<file path="src/rtl/ps2_keypad.sv">
// PS/2 keyboard receiver that decodes scan-set-2 keys into a 4-bit keypad code (0-9, +, -, =, clear).
// Latency: new_data_o strobes SYNC_STAGES+1 clk_i cycles after the stop-bit falling edge on ps2_clk_i.
// Backpressure: none; results are one-cycle strobes that the consumer must take when they appear.
// Optional build macro PS2_PARITY_CHECK_EN: when defined, frames with even data+parity are rejected.
`timescale 1ns/1ps
module ps2_keypad #(
    parameter int unsigned TIMEOUT_CYCLES = 100000,
    parameter int unsigned SYNC_STAGES    = 2      // legal range 2..4
) (
    input  logic       clk_i,
    input  logic       rst_ni,
    input  logic       ps2_clk_i,
    input  logic       ps2_data_i,
    output logic [3:0] digit_o,
    output logic       new_data_o,
    output logic       frame_err_o
);

    localparam int unsigned WD_W = $clog2(TIMEOUT_CYCLES + 1);
    localparam logic [WD_W-1:0] WD_LAST = WD_W'(TIMEOUT_CYCLES - 1);

    typedef enum logic [1:0] {
        S_IDLE,
        S_DATA,
        S_PARITY,
        S_STOP
    } state_t;

    // Both PS/2 lines idle high, so the synchronizers and edge history reset to 1
    // to avoid a phantom falling edge right after reset release.
    logic [SYNC_STAGES-1:0] clk_sync_q;
    logic [SYNC_STAGES-1:0] dat_sync_q;
    logic                   clk_prev_q;
    logic                   ps2_clk_s;
    logic                   ps2_dat_s;
    logic                   fall;

    state_t          state_q, state_d;
    logic [2:0]      bit_cnt_q, bit_cnt_d;
    logic [7:0]      shift_q, shift_d;
    logic [WD_W-1:0] wd_cnt_q, wd_cnt_d;
    logic            brk_q, brk_d;
    logic            ext_q, ext_d;
    logic [3:0]      digit_q, digit_d;
    logic            new_data_q, new_data_d;
    logic            frame_err_q, frame_err_d;
    logic            frame_ok;
    logic [4:0]      key;
`ifdef PS2_PARITY_CHECK_EN
    logic            parity_q, parity_d;
`endif

    // Scan code to keypad code: bit 4 = recognised, bits 3:0 = code.
    // With the E0 prefix only the Enter keys ('=') are accepted.
    function automatic logic [4:0] map_key(input logic [7:0] code, input logic ext);
        logic [4:0] r;
        case (code)
            8'h45, 8'h70: r = {1'b1, 4'd0};
            8'h16, 8'h69: r = {1'b1, 4'd1};
            8'h1E, 8'h72: r = {1'b1, 4'd2};
            8'h26, 8'h7A: r = {1'b1, 4'd3};
            8'h25, 8'h6B: r = {1'b1, 4'd4};
            8'h2E, 8'h73: r = {1'b1, 4'd5};
            8'h36, 8'h74: r = {1'b1, 4'd6};
            8'h3D, 8'h6C: r = {1'b1, 4'd7};
            8'h3E, 8'h75: r = {1'b1, 4'd8};
            8'h46, 8'h7D: r = {1'b1, 4'd9};
            8'h79:        r = {1'b1, 4'd10};
            8'h4E, 8'h7B: r = {1'b1, 4'd11};
            8'h55, 8'h5A: r = {1'b1, 4'd12};
            8'h76:        r = {1'b1, 4'd13};
            default:      r = 5'd0;
        endcase
        if (ext && (code != 8'h55) && (code != 8'h5A)) begin
            r = 5'd0;
        end
        return r;
    endfunction

    assign ps2_clk_s = clk_sync_q[SYNC_STAGES-1];
    assign ps2_dat_s = dat_sync_q[SYNC_STAGES-1];
    assign fall      = clk_prev_q & ~ps2_clk_s;
    assign key       = map_key(shift_q, ext_q);

    // A frame is accepted when the stop bit just sampled is 1 (and parity is odd when checked).
`ifdef PS2_PARITY_CHECK_EN
    assign frame_ok = ps2_dat_s & (^{shift_q, parity_q});
`else
    assign frame_ok = ps2_dat_s;
`endif

    // Synchronize the asynchronous PS/2 lines and keep clock history for edge detection.
    always_ff @(posedge clk_i or negedge rst_ni) begin
        if (!rst_ni) begin
            clk_sync_q <= '1;
            dat_sync_q <= '1;
            clk_prev_q <= 1'b1;
        end else begin
            clk_sync_q <= {clk_sync_q[SYNC_STAGES-2:0], ps2_clk_i};
            dat_sync_q <= {dat_sync_q[SYNC_STAGES-2:0], ps2_data_i};
            clk_prev_q <= ps2_clk_s;
        end
    end

    // Receive FSM state, datapath and output registers.
    always_ff @(posedge clk_i or negedge rst_ni) begin
        if (!rst_ni) begin
            state_q     <= S_IDLE;
            bit_cnt_q   <= '0;
            shift_q     <= '0;
            wd_cnt_q    <= '0;
            brk_q       <= 1'b0;
            ext_q       <= 1'b0;
            digit_q     <= '0;
            new_data_q  <= 1'b0;
            frame_err_q <= 1'b0;
`ifdef PS2_PARITY_CHECK_EN
            parity_q    <= 1'b0;
`endif
        end else begin
            state_q     <= state_d;
            bit_cnt_q   <= bit_cnt_d;
            shift_q     <= shift_d;
            wd_cnt_q    <= wd_cnt_d;
            brk_q       <= brk_d;
            ext_q       <= ext_d;
            digit_q     <= digit_d;
            new_data_q  <= new_data_d;
            frame_err_q <= frame_err_d;
`ifdef PS2_PARITY_CHECK_EN
            parity_q    <= parity_d;
`endif
        end
    end

    // Next-state logic: frame assembly, prefix handling, key decode and watchdog abort.
    always_comb begin
        state_d     = state_q;
        bit_cnt_d   = bit_cnt_q;
        shift_d     = shift_q;
        wd_cnt_d    = wd_cnt_q;
        brk_d       = brk_q;
        ext_d       = ext_q;
        digit_d     = digit_q;
        new_data_d  = 1'b0;
        frame_err_d = 1'b0;
`ifdef PS2_PARITY_CHECK_EN
        parity_d    = parity_q;
`endif

        case (state_q)
            S_IDLE: begin
                wd_cnt_d = '0;
                // A high data bit on an edge here is line noise, not a start bit.
                if (fall && !ps2_dat_s) begin
                    state_d   = S_DATA;
                    bit_cnt_d = '0;
                    shift_d   = '0;
                end
            end
            S_DATA: begin
                if (fall) begin
                    shift_d   = {ps2_dat_s, shift_q[7:1]};
                    bit_cnt_d = bit_cnt_q + 3'd1;
                    if (bit_cnt_q == 3'd7) begin
                        state_d = S_PARITY;
                    end
                end
            end
            S_PARITY: begin
                if (fall) begin
`ifdef PS2_PARITY_CHECK_EN
                    parity_d = ps2_dat_s;
`endif
                    state_d  = S_STOP;
                end
            end
            S_STOP: begin
                if (fall) begin
                    state_d = S_IDLE;
                    if (!frame_ok) begin
                        frame_err_d = 1'b1;
                    end else if (brk_q) begin
                        // Key release: swallow the code; an E0 here still prefixes it.
                        brk_d = 1'b0;
                        if (shift_q != 8'hE0) begin
                            ext_d = 1'b0;
                        end
                    end else if (shift_q == 8'hF0) begin
                        brk_d = 1'b1;
                    end else if (shift_q == 8'hE0) begin
                        ext_d = 1'b1;
                    end else begin
                        ext_d = 1'b0;
                        if (key[4]) begin
                            new_data_d = 1'b1;
                            digit_d    = key[3:0];
                        end
                    end
                end
            end
            default: state_d = S_IDLE;
        endcase

        // Watchdog: any stalled partial frame is dropped so the next start bit resyncs.
        if (state_q != S_IDLE) begin
            if (fall) begin
                wd_cnt_d = '0;
            end else if (wd_cnt_q == WD_LAST) begin
                state_d     = S_IDLE;
                frame_err_d = 1'b1;
                wd_cnt_d    = '0;
                shift_d     = '0;
                bit_cnt_d   = '0;
            end else begin
                wd_cnt_d = wd_cnt_q + WD_W'(1);
            end
        end
    end

    assign digit_o     = digit_q;
    assign new_data_o  = new_data_q;
    assign frame_err_o = frame_err_q;

endmodule

</file>
<file path="config.mk">
export PLATFORM = sky130hd
export DESIGN_NAME = ps2_keypad
export DESIGN_NICKNAME = d
export VERILOG_FILES = /design/src/rtl/ps2_keypad.sv
export SDC_FILE = /design/constraint.sdc
export NUM_CORES = 1
export LEC_CHECK = 0
export CORE_MARGIN = 2
export CORE_UTILIZATION = 65
export DETAILED_ROUTE_END_ITERATION = 10
export PLACE_DENSITY = 0.93
export SYNTH_ARGS = -nofsm -noshare
export SYNTH_HDL_FRONTEND = slang
export SYNTH_SLANG_ARGS = --single-unit
</file>
<file path="constraint.sdc">
create_clock -name clk_i -period 5.5 [get_ports clk_i]
set_clock_uncertainty 0.15 [all_clocks]
set_input_delay 1.1 -clock clk_i [delete_from_list [all_inputs] [get_ports clk_i]]
set_output_delay 1.1 -clock clk_i [all_outputs]
set_load 0.02 [all_outputs]
</file>
==> impl_summary.log, run 1 <==
INFO  metric fin_nets = between 200 and 300
INFO  metric post_cts_hold_buffer_count = 0
INFO  metric crit_family = compound AO/OA/AOI/OAI gates
INFO  metric fraction_of_registers_with_async_set_reset = 100%
INFO  metric antenna-diode-count = 0
INFO  metric synth_nets = 289
INFO  metric synth_edf_count = 0
INFO  metric timing.final.hold_violations = 0
INFO  metric number_of_buffers_and_inverters_on_the_critical_path = 1
INFO  metric drtIter0Drc = about 230
INFO  metric worst_ir_drop_vdd = ~0.15 mV
INFO  metric power.leakage = roughly 1.2 nW
INFO  metric worstSkewPairLatency = around 290 ps
INFO  metric holdCritPathClass = reg2reg
INFO  metric cp_slowest_cell = sky130_fd_sc_hd__dfrtp_1
INFO  metric ioPinCount = 10
INFO  metric hold_slack = approximately 210 ps
INFO  metric yosys.area.top_type = sky130_fd_sc_hd__dfrtp_1
INFO  metric p_per_area = approximately 250 nW/um^2
INFO  metric vias = a little over 2,000
INFO  metric crit_cells = 7
INFO  metric postSynthCellCount = about 280
INFO  metric post_cts_buffers = 0
INFO  metric clk_transition_reported_paths = around 80 ps
INFO  metric fmax = ~350 MHz
INFO  metric tightest_slew = roughly 900 ps
INFO  metric gr-total-overflow = 0
INFO  metric die-width = roughly 68 um
INFO  metric criticalPathCategory = reg2reg
INFO  metric worstReg2RegStart = shift_q[0]
INFO  metric synth.ff_latch_count = 43
INFO  metric via_count_of_the_first_global_routing_pass = 1,945
INFO  metric die_area = about 4600 um^2
INFO  metric cts_inserted_buffers = 5
INFO  metric synth_sequential_area_ratio = 41.2%
INFO  metric layout_min_cycle_time = roughly 2800 ps
INFO  metric slew_violations = 0
INFO  metric hold-path-cell-count = 0
INFO  metric number_of_buffers_on_the_longest_clock_path = 2
INFO  metric routed_via_density = 6.31
INFO  metric rows = 23
INFO  metric setup_violations = 0
INFO  metric finalWeightedCongestion = between 0.9 and 1
INFO  metric core_region_area = 3940 um^2
INFO  metric timing.critical_path.required = about 5500 ps
INFO  metric run_status = finished, final reports clean
INFO  metric layout-area-overhead-vs-synth = 6.85%
INFO  metric clock_tree_from_tritoncts = done
INFO  metric timing.critical_path.cells = inv_1 > ha_1 > nand3b_1 > a211o_1 > a2111oi_4 > o2111ai_4 > mux2_4
INFO  metric share_of_post_route_cells_with_drive_strength_above_1 = under 10%
INFO  metric final_antenna_net_count = 0
INFO  metric drc_errors = 0
INFO  metric rsz0062_at_grt = no
INFO  metric critPathArrivalTime = about 2900 ps
INFO  metric hpwl = 3590 um
INFO  metric layout.cells.most_common_list = sky130_fd_sc_hd__dfrtp_1, sky130_fd_sc_hd__nor2_1, sky130_fd_sc_hd__nand2_1
INFO  metric most_frequent_standard_cell_in_the_layout_excluding_fill_and_tap_cells = sky130_fd_sc_hd__dfrtp_1
INFO  metric path_max_fanout = 13
INFO  metric reg2reg_slack = around 2700 ps
INFO  metric holdCritStartpoint = clk_sync_q[0]
INFO  metric post_synthesis_average_cell_area = between 9 and 10 um^2
INFO  metric gr-usage-all-layers = 25.5%
INFO  metric number_of_cells_on_the_worst_reg_to_reg_path = 7
INFO  metric detail_route.wirelength = ~5000 um
INFO  metric buffer_ports.inserted = 9
INFO  metric cp_peak_stage_delay = about 480 ps
INFO  metric cp-end-kind = flip-flop
INFO  metric first_pass_iters = 4
INFO  metric number_of_antenna_violations_at_the_first_check_in_global_routing = 0
INFO  metric fp.dieH = approximately 68 um
INFO  metric yosys_most_used_dff = sky130_fd_sc_hd__dfrtp_1
INFO  metric crit_path_start = shift_q[0]
INFO  metric cts.repair.resized = 0
INFO  metric yosys.area.top_type_share = between 30% and 40%
INFO  metric synth_top_cells_by_area = sky130_fd_sc_hd__dfrtp_1, sky130_fd_sc_hd__nor2_1, sky130_fd_sc_hd__dfstp_2
INFO  metric clock-sinks = 43
INFO  metric yosys_synthesis_warning_count = 0
INFO  metric mappedNetlistArea = 2630 um^2
INFO  metric start_kind = flip-flop
INFO  metric grt_max_degree = 44
INFO  metric synthDistinctLibCells = between 50 and 60
INFO  metric slew_headroom = approximately 39%
INFO  metric cap_viol_max_count = 0
INFO  metric grt_first_pass_wirelength = a little under 9000 um
INFO  metric clockRootBuffer = sky130_fd_sc_hd__clkbuf_8
INFO  metric h_tree_level_count = 2
INFO  metric post_drt_wl_per_cell = about 16 um
INFO  metric final.period_utilization = between 50% and 60%
INFO  metric final.setup.tns = 0 ps
INFO  metric start_util = 66.7%
[worst register-to-register path, delay by kind of cell (launching register included)]
family	cells	cell delay (ps)
buffers and inverters	1	150
muxes	1	350
DFF	1	480
AOI/OAI and AO/OA	3	1040
adders and majority gates	1	430
and+or+nand+nor	1	130
[metal layers]
layer,share of wire (%),up-vias,GRT usage [%]
met4,3.4,0,13.0
met3,3.7,18,4.33
met1,41,993,32.0
met2,52,61,42.3
li1,-,974,-
met5,0,-,0
[logic make-up (layout without fill, tap and decap cells)]
group | Yosys count | count (layout) | synth area share [%]
AND/OR/NAND/NOR | 109 | 109 | 21.1
buffers and inverters | 30 | 29 | 4.90
AO/OA/AOI/OAI | 52 | 52 | 16.2
multiplexers | 14 | 14 | 6.24
XOR/XNOR | 17 | 17 | 5.66
flip-flops | 43 | 43 | 41.2
adder cells (fa/ha/maj) | 10 | 10 | 4.76
[layout make-up]
type | instances | area, um^2
inverter | 11 | 41.3
clock buffer | 5 | 68.8
multi-input combinational | 202 | 1420
sequential | 43 | 1080
fill | 286 | 1130
clock inverter | 3 | 43.8
tap | 50 | 62.6
timing repair buffer | 10 | 92.6
[path summary, 6_finish.rpt]
kind                                 end
hold reg to reg            clk_sync_q[1]
setup / recovery              digit_o[1]
max in group asynchronous     shift_q[1]
min in group asynchronous    wd_cnt_q[1]
hold / removal             clk_sync_q[1]
setup reg to reg              digit_o[1]
[sequential cells by signal (all words and copies together), names as in the netlist, 2 cells and up]
name / flops
shift_q: 8
dat_sync_q: 2
wd_cnt_q: 17
state_q: 2
bit_cnt_q: 3
digit_o: 4
clk_sync_q: 2
[power breakdown]
part           internal (W)  switching, W
clock              0.000135      0.000107
combinational     0.0000414     0.0000497
sequential         0.000336     0.0000426
[synth_stat cells, drive strengths merged (2+ instances only)]
| master | instances |
|---|---|
| and3 | 3 |
| o21ai | 9 |
| o31ai | 2 |
| nand2 | 20 |
| o22ai | 3 |
| buf | 8 |
| nand3b | 2 |
| dfrtp | 38 |
| a22oi | 10 |
| nand4 | 7 |
| ha | 10 |
| nor2 | 36 |
| mux2i | 10 |
| and2 | 2 |
| clkbuf | 11 |
| dfstp | 5 |
| a21oi | 6 |
| and4 | 3 |
| inv | 11 |
| nand2b | 4 |
| xnor2 | 7 |
| nor3b | 2 |
| a211o | 2 |
| a22o | 3 |
| xor2 | 10 |
| mux2 | 3 |
| nor3 | 8 |
| o221ai | 2 |
| nand3 | 12 |
| nor2b | 6 |
[through the flow]
stage                     instances  setup slack, ps  cell area (um^2)  power (W)  utilization, %
after floorplan                 275             3040              2630   0.000450               -
after global placement          316             2800              2700   0.000468            68.4
after detailed placement        316             2690              2700   0.000475            68.4
after CTS                       324             2680              2810   0.000717            71.2
after global routing            324             2500              2810   0.000749            71.2
final                           324             2670              2810   0.000711            71.2
(Power assumes the default switching activity.)
==> run 2, diff against run 1 <==
Settings changed: CORE_UTILIZATION 65 to 61, PLACE_DENSITY 0.93 to 0.89.
Clock period 5.5 ns to 2.64 ns, I/O delays scaled along.
==> run 2 against run 1 <==
Compared with the run above:
- design area grew 2.7%
- cell count grew 4.0%
- critical path depth is the same
- sequential cell count is the same
- worst hold slack lost 1.5 ps
- first-iteration DRC count shrank 4.8%
- register-to-register slack lost 2500 ps
- via count shrank 0.34%
- combinational power grew to 2.7 times the previous value
- sequential power grew 97%
- core utilization shrank 0.64 points
- critical path type unchanged
- critical endpoint is now digit_o[0]
==> impl_summary.log, run 2 (synthesis results as in run 1) <==
INFO  metric clk_transition_reported_paths = about 80 ps
INFO  metric multiInputGateArea = between 1000 and 1500 um^2
INFO  metric power.clock.fraction = between 30% and 40%
INFO  metric fin_nets = 300
INFO  metric regMostFlops = wd_cnt_q
INFO  metric layout.cells.most_common_list = sky130_fd_sc_hd__dfrtp_1, sky130_fd_sc_hd__nor2_1, sky130_fd_sc_hd__nand2_1
INFO  metric buffer_ports.inserted = 9
INFO  metric number_of_buffers_on_the_longest_clock_path = 2
INFO  metric critPathArrivalTime = 2520 ps
INFO  metric h_tree_level_count = 2
INFO  metric worstSkewPairLatency = 300 ps
INFO  metric netSwitchingPower = a little over 0.0004 W
INFO  metric run_status = finished, final reports clean
INFO  metric most_frequent_standard_cell_in_the_layout_excluding_fill_and_tap_cells = sky130_fd_sc_hd__dfrtp_1
INFO  metric cp_peak_stage_delay = approximately 440 ps
INFO  metric vias = approximately 2,000
INFO  metric met3_length = approximately 200 um
INFO  metric start_kind = flip-flop
INFO  metric power.leakage = 1.23 nW
INFO  metric grt_max_degree = 44
INFO  metric number_of_antenna_violations_at_the_first_check_in_global_routing = 0
INFO  metric power_switching_share = 28.7%
INFO  metric die-width = 69.6 um
INFO  metric first_pass_iters = 4
INFO  metric final_antenna_net_count = 0
INFO  metric fp.dieH = around 70 um
INFO  metric core_region_area = slightly above 4000 um^2
INFO  metric internal-power = 0.00101 W
INFO  metric post_cts_hold_buffer_count = 0
INFO  metric drtIter0Drc = 220
INFO  metric slew_violations = 0
INFO  metric path_max_fanout = 5
INFO  metric worst_ir_drop_vdd = 0.404 mV
INFO  metric cap_viol_max_count = 0
INFO  metric routed_via_density = just over 6
INFO  metric p_per_area = approximately 500 nW/um^2
INFO  metric grt_first_pass_wirelength = 9320 um
INFO  metric top_layer_used = met4
INFO  metric clockRootBuffer = sky130_fd_sc_hd__clkbuf_8
INFO  metric post_drt_wl_per_cell = between 15 and 20 um
INFO  metric dpl_worst_slack = approximately 190 ps
INFO  metric die_area = 4850 um^2
INFO  metric share_of_post_route_cells_with_drive_strength_above_1 = roughly an eighth
INFO  metric rows = 23
INFO  metric cts.repair.resized = 0
INFO  metric power_frac_seq = approximately 53%
INFO  metric final.period_utilization = 93.7%
INFO  metric hpwl = between 3000 and 4000 um
INFO  metric crit_family = compound AO/OA/AOI/OAI gates
INFO  metric final.setup.tns = 0 ps
INFO  metric layout-area-overhead-vs-synth = 9.76%
INFO  metric finalWeightedCongestion = slightly below 0.9
INFO  metric cp-end-kind = flip-flop
INFO  metric criticalPathCategory = reg2reg
INFO  metric gr-usage-all-layers = 23.9%
INFO  metric final_layout_fill_cell_count = around 290
INFO  metric number_of_buffers_and_inverters_on_the_critical_path = 1
INFO  metric gr-total-overflow = 0
INFO  metric via_count_of_the_first_global_routing_pass = 2,000
INFO  metric timing.critical_path.required = between 2000 and 3000 ps
INFO  metric holdCritPathClass = in2async
INFO  metric start_util = 64.3%
INFO  metric clock_tree_from_tritoncts = done
INFO  metric fmax = approximately 400 MHz
INFO  metric ioPinCount = 10
INFO  metric pwr-share-comb = between 10% and 20%
INFO  metric setup_violations = 0
INFO  metric wirelength_met1 = about 2200 um
INFO  metric cts_inserted_buffers = 5
INFO  metric antenna-diode-count = 0
INFO  metric dr_wl_met2 = around 2700 um
INFO  metric clock-sinks = 43
INFO  metric layout_min_cycle_time = roughly 2500 ps
INFO  metric drc_errors = 0
INFO  metric timing.final.hold_violations = 0
INFO  metric rsz0062_at_grt = no
INFO  metric timing.final.ws_setup = roughly 170 ps
INFO  metric largest_register_ffs = 17
INFO  metric slew_headroom = 39.4%
INFO  metric post_cts_buffers = 0
INFO  metric timing.critical_path.cells = inv_1 > ha_1 > nand3b_1 > a211o_1 > a2111oi_4 > o2111ai_4 > mux2_4
INFO  metric cp_slowest_cell = sky130_fd_sc_hd__a2111oi_4
INFO  metric tightest_slew = just over 900 ps
INFO  metric ff_latch_area = 1080 um^2
INFO  metric detail_route.wirelength = around 5200 um
-- run 2: final cells by class --
class	instances	area share, %
clock buffer	7	2.99
clock inverter	1	0.173
inverter	11	1.43
multi-input combinational	202	49.1
sequential	43	37.5
tap	50	2.17
timing repair buffer	23	6.59
-- run 2: final timing paths --
path / startpoint / end / slack (ps) / cells past startpoint
worst min-delay path: rst_ni / wd_cnt_q[4] / 210 / 1
worst min register to register: dat_sync_q[0] / dat_sync_q[1] / 210 / 0
worst max-delay path: shift_q[0] / digit_o[0] / 170 / 7
min in group clk_i: dat_sync_q[0] / dat_sync_q[1] / 210 / 0
worst max register to register: shift_q[0] / digit_o[0] / 170 / 7
max in group asynchronous: rst_ni / frame_err_o / 1560 / 1
-- run 2: per-stage QoR --
stage                     cells  utilization, %  power [W]  area, um^2  hold slack [ps]
after detailed placement    329            68.4    0.00101        2790              201
after floorplan             275               -   0.000937        2630             82.4
after CTS                   337            70.6    0.00143        2890              212
after global placement      329            68.4   0.000996        2790              195
after global routing        337            70.6    0.00151        2890              216
final                       337            70.6    0.00142        2890              209
-- run 2: power groups by stage --
stage / Sequential [W] / Clock, W / Combinational (W)
2_1_floorplan: 0.000736 / 0 / 0.000201
3_3_place_gp: 0.000755 / 0 / 0.000241
3_5_place_dp: 0.000757 / 0 / 0.000249
4_1_cts: 0.000745 / 0.000435 / 0.000250
5_1_grt: 0.000754 / 0.000473 / 0.000282
6_report: 0.000746 / 0.000426 / 0.000249
-- run 2: layer usage --
metal	vias up	track usage (%)
li1	996	-
met5	-	0
met1	989	32.4
met2	43	37.9
met4	0	9.19
met3	11	4.94
==> run 3, diff against run 2 <==
Settings changed: GPL_ROUTABILITY_DRIVEN set to 1, HOLD_SLACK_MARGIN set to 0.02.
Clock period 2.64 ns to 2.55 ns, I/O delays scaled along.
==> run 3 against run 2 <==
Compared with the run above:
- clock power down 4%
- wire length is 2.6% higher
- via count grew 2.0%
- critical path depth did not move
- sequential cell count unchanged
- fmax rose by 2.2%
- sequential power up 3.8%
- die area is the same
- largest power group unchanged
- highest routed layer unchanged
==> impl_summary.log, run 3 (synthesis results as in run 1) <==
INFO  metric critPathArrivalTime = between 2000 and 2500 ps
INFO  metric finalWeightedCongestion = 0.921
INFO  metric routed_via_density = slightly above 6
INFO  metric clock-sinks = between 40 and 50
INFO  metric die-width = between 60 and 70 um
INFO  metric criticalPathCategory = reg2reg
INFO  metric post_drt_wl_per_cell = between 15 and 20 um
INFO  metric gr-total-overflow = 0
INFO  metric clockRootBuffer = sky130_fd_sc_hd__clkbuf_8
INFO  metric crit_family = compound AO/OA/AOI/OAI gates
INFO  metric layout_min_cycle_time = 2420 ps
INFO  metric die_area = 4850 um^2
INFO  metric layout.cells.most_common_list = sky130_fd_sc_hd__dfrtp_1, sky130_fd_sc_hd__nor2_1, sky130_fd_sc_hd__nand2_1
INFO  metric vias = 2,080
INFO  metric share_of_post_route_cells_with_drive_strength_above_1 = approximately 15%
INFO  metric core_region_area = between 4000 and 5000 um^2
INFO  metric first_pass_iters = 4
INFO  metric grt_first_pass_wirelength = 9580 um
INFO  metric detail_route.wirelength = between 5000 and 6000 um
INFO  metric slew_violations = 0
INFO  metric cp-end-kind = flip-flop
INFO  metric timing.final.hold_violations = 0
INFO  metric gr-usage-all-layers = 24.5%
INFO  metric start_util = about 64%
INFO  metric reg2reg_slack = 130 ps
INFO  metric buffer_ports.inserted = 9
INFO  metric run_status = finished, final reports clean
INFO  metric rows = 23
INFO  metric fmax = 413 MHz
INFO  metric p_per_area = between 400 and 500 nW/um^2
INFO  metric fp.dieH = 69.6 um
INFO  metric tightest_slew = about 680 ps
INFO  metric total_power = 0.00145 W
INFO  metric rsz0062_at_grt = no
INFO  metric worst_ir_drop_vdd = roughly 0.39 mV
INFO  metric final.setup.tns = 0 ps
INFO  metric grt_max_degree = 35
INFO  metric via_count_of_the_first_global_routing_pass = about 2,100
INFO  metric layout-area-overhead-vs-synth = 11.0%
INFO  metric cp_slowest_cell = sky130_fd_sc_hd__dfrtp_1
INFO  metric cp_peak_stage_delay = about 450 ps
INFO  metric cap_viol_max_count = 0
INFO  metric most_frequent_standard_cell_in_the_layout_excluding_fill_and_tap_cells = sky130_fd_sc_hd__dfrtp_1
INFO  metric slew_headroom = a little over half
INFO  metric path_max_fanout = 6
INFO  metric final.period_utilization = between 90% and 100%
INFO  metric h_tree_level_count = 2
INFO  metric worstSkewPairLatency = around 290 ps
INFO  metric cts_inserted_buffers = 5
INFO  metric clk_transition_reported_paths = approximately 80 ps
INFO  metric setup_violations = 0
INFO  metric power.leakage = approximately 1.3 nW
INFO  metric fin_nets = between 300 and 400
INFO  metric timing.critical_path.required = roughly 2600 ps
INFO  metric largest_register_ffs = 17
INFO  metric number_of_antenna_violations_at_the_first_check_in_global_routing = 0
INFO  metric clock_tree_from_tritoncts = done
INFO  metric final_antenna_net_count = 0
INFO  metric drtIter0Drc = between 150 and 200
INFO  metric antenna-diode-count = 0
INFO  metric regMostFlops = wd_cnt_q
INFO  metric number_of_buffers_on_the_longest_clock_path = 2
INFO  metric number_of_buffers_and_inverters_on_the_critical_path = 1
INFO  metric hpwl = 3870 um
INFO  metric drc_errors = 0
INFO  metric ioPinCount = 10
INFO  metric start_kind = flip-flop
INFO  metric holdCritPathClass = reg2reg
INFO  metric timing.critical_path.cells = inv_1 > ha_1 > nand3b_1 > a211o_1 > a2111oi_4 > o2111ai_4 > mux2_4
-- run 3: area by class of cell --
cell class              count  area (um^2)
clock buffers               5         68.8
clock inverters             3         15.0
fillers                   289         1170
inverters                  11         41.3
multi-input cells         202         1420
flip-flops and latches     43         1080
well taps                  50         62.6
repair buffers             28          230
-- run 3: path summary, 6_finish.rpt --
check	start	to	cells after the start
setup / recovery	shift_q[0]	digit_o[0]	7
hold / removal	dat_sync_q[0]	dat_sync_q[1]	0
setup reg to reg	shift_q[0]	digit_o[0]	7
hold reg to reg	dat_sync_q[0]	dat_sync_q[1]	0
max in group asynchronous	rst_ni	dat_sync_q[1]	3
min in group asynchronous	rst_ni	wd_cnt_q[4]	2
-- run 3: what timing repair did --
action                                 CTS  global route
hold buffers                             1             0
resized for setup                        0             0
setup endpoints to repair                0             2
setup buffers                            0             2
endpoints found under the hold margin    9             0
-- run 3: report_power, final --
part,internal (W),switching (W)
sequential,0.000725,0.0000484
clock,0.000187,0.000223
combinational,0.000109,0.000153
-- run 3: layer usage --
layer | global-route usage (%) | up-vias | part of all wire (%) | wire, um
met4 | 9.62 | 0 | 1.5 | 82
met5 | 0 | - | 0 | 0
met2 | 42.4 | 62 | 53 | 2810
li1 | - | 1001 | - | -
met1 | 29.6 | 1005 | 40 | 2150
met3 | 5.67 | 12 | 5.5 | 291
-- run 3: metrics by stage --
step	hold slack [ps]	utilization (%)	cell area, um^2	std cells	worst slack, ps
after global routing	216	71.4	2920	342	11.0
after CTS	210	71.0	2900	340	61.7
after global placement	197	68.7	2810	331	166
after detailed placement	198	68.7	2810	331	70.4
after floorplan	64.4	-	2630	275	87.7
final	208	71.4	2920	342	130
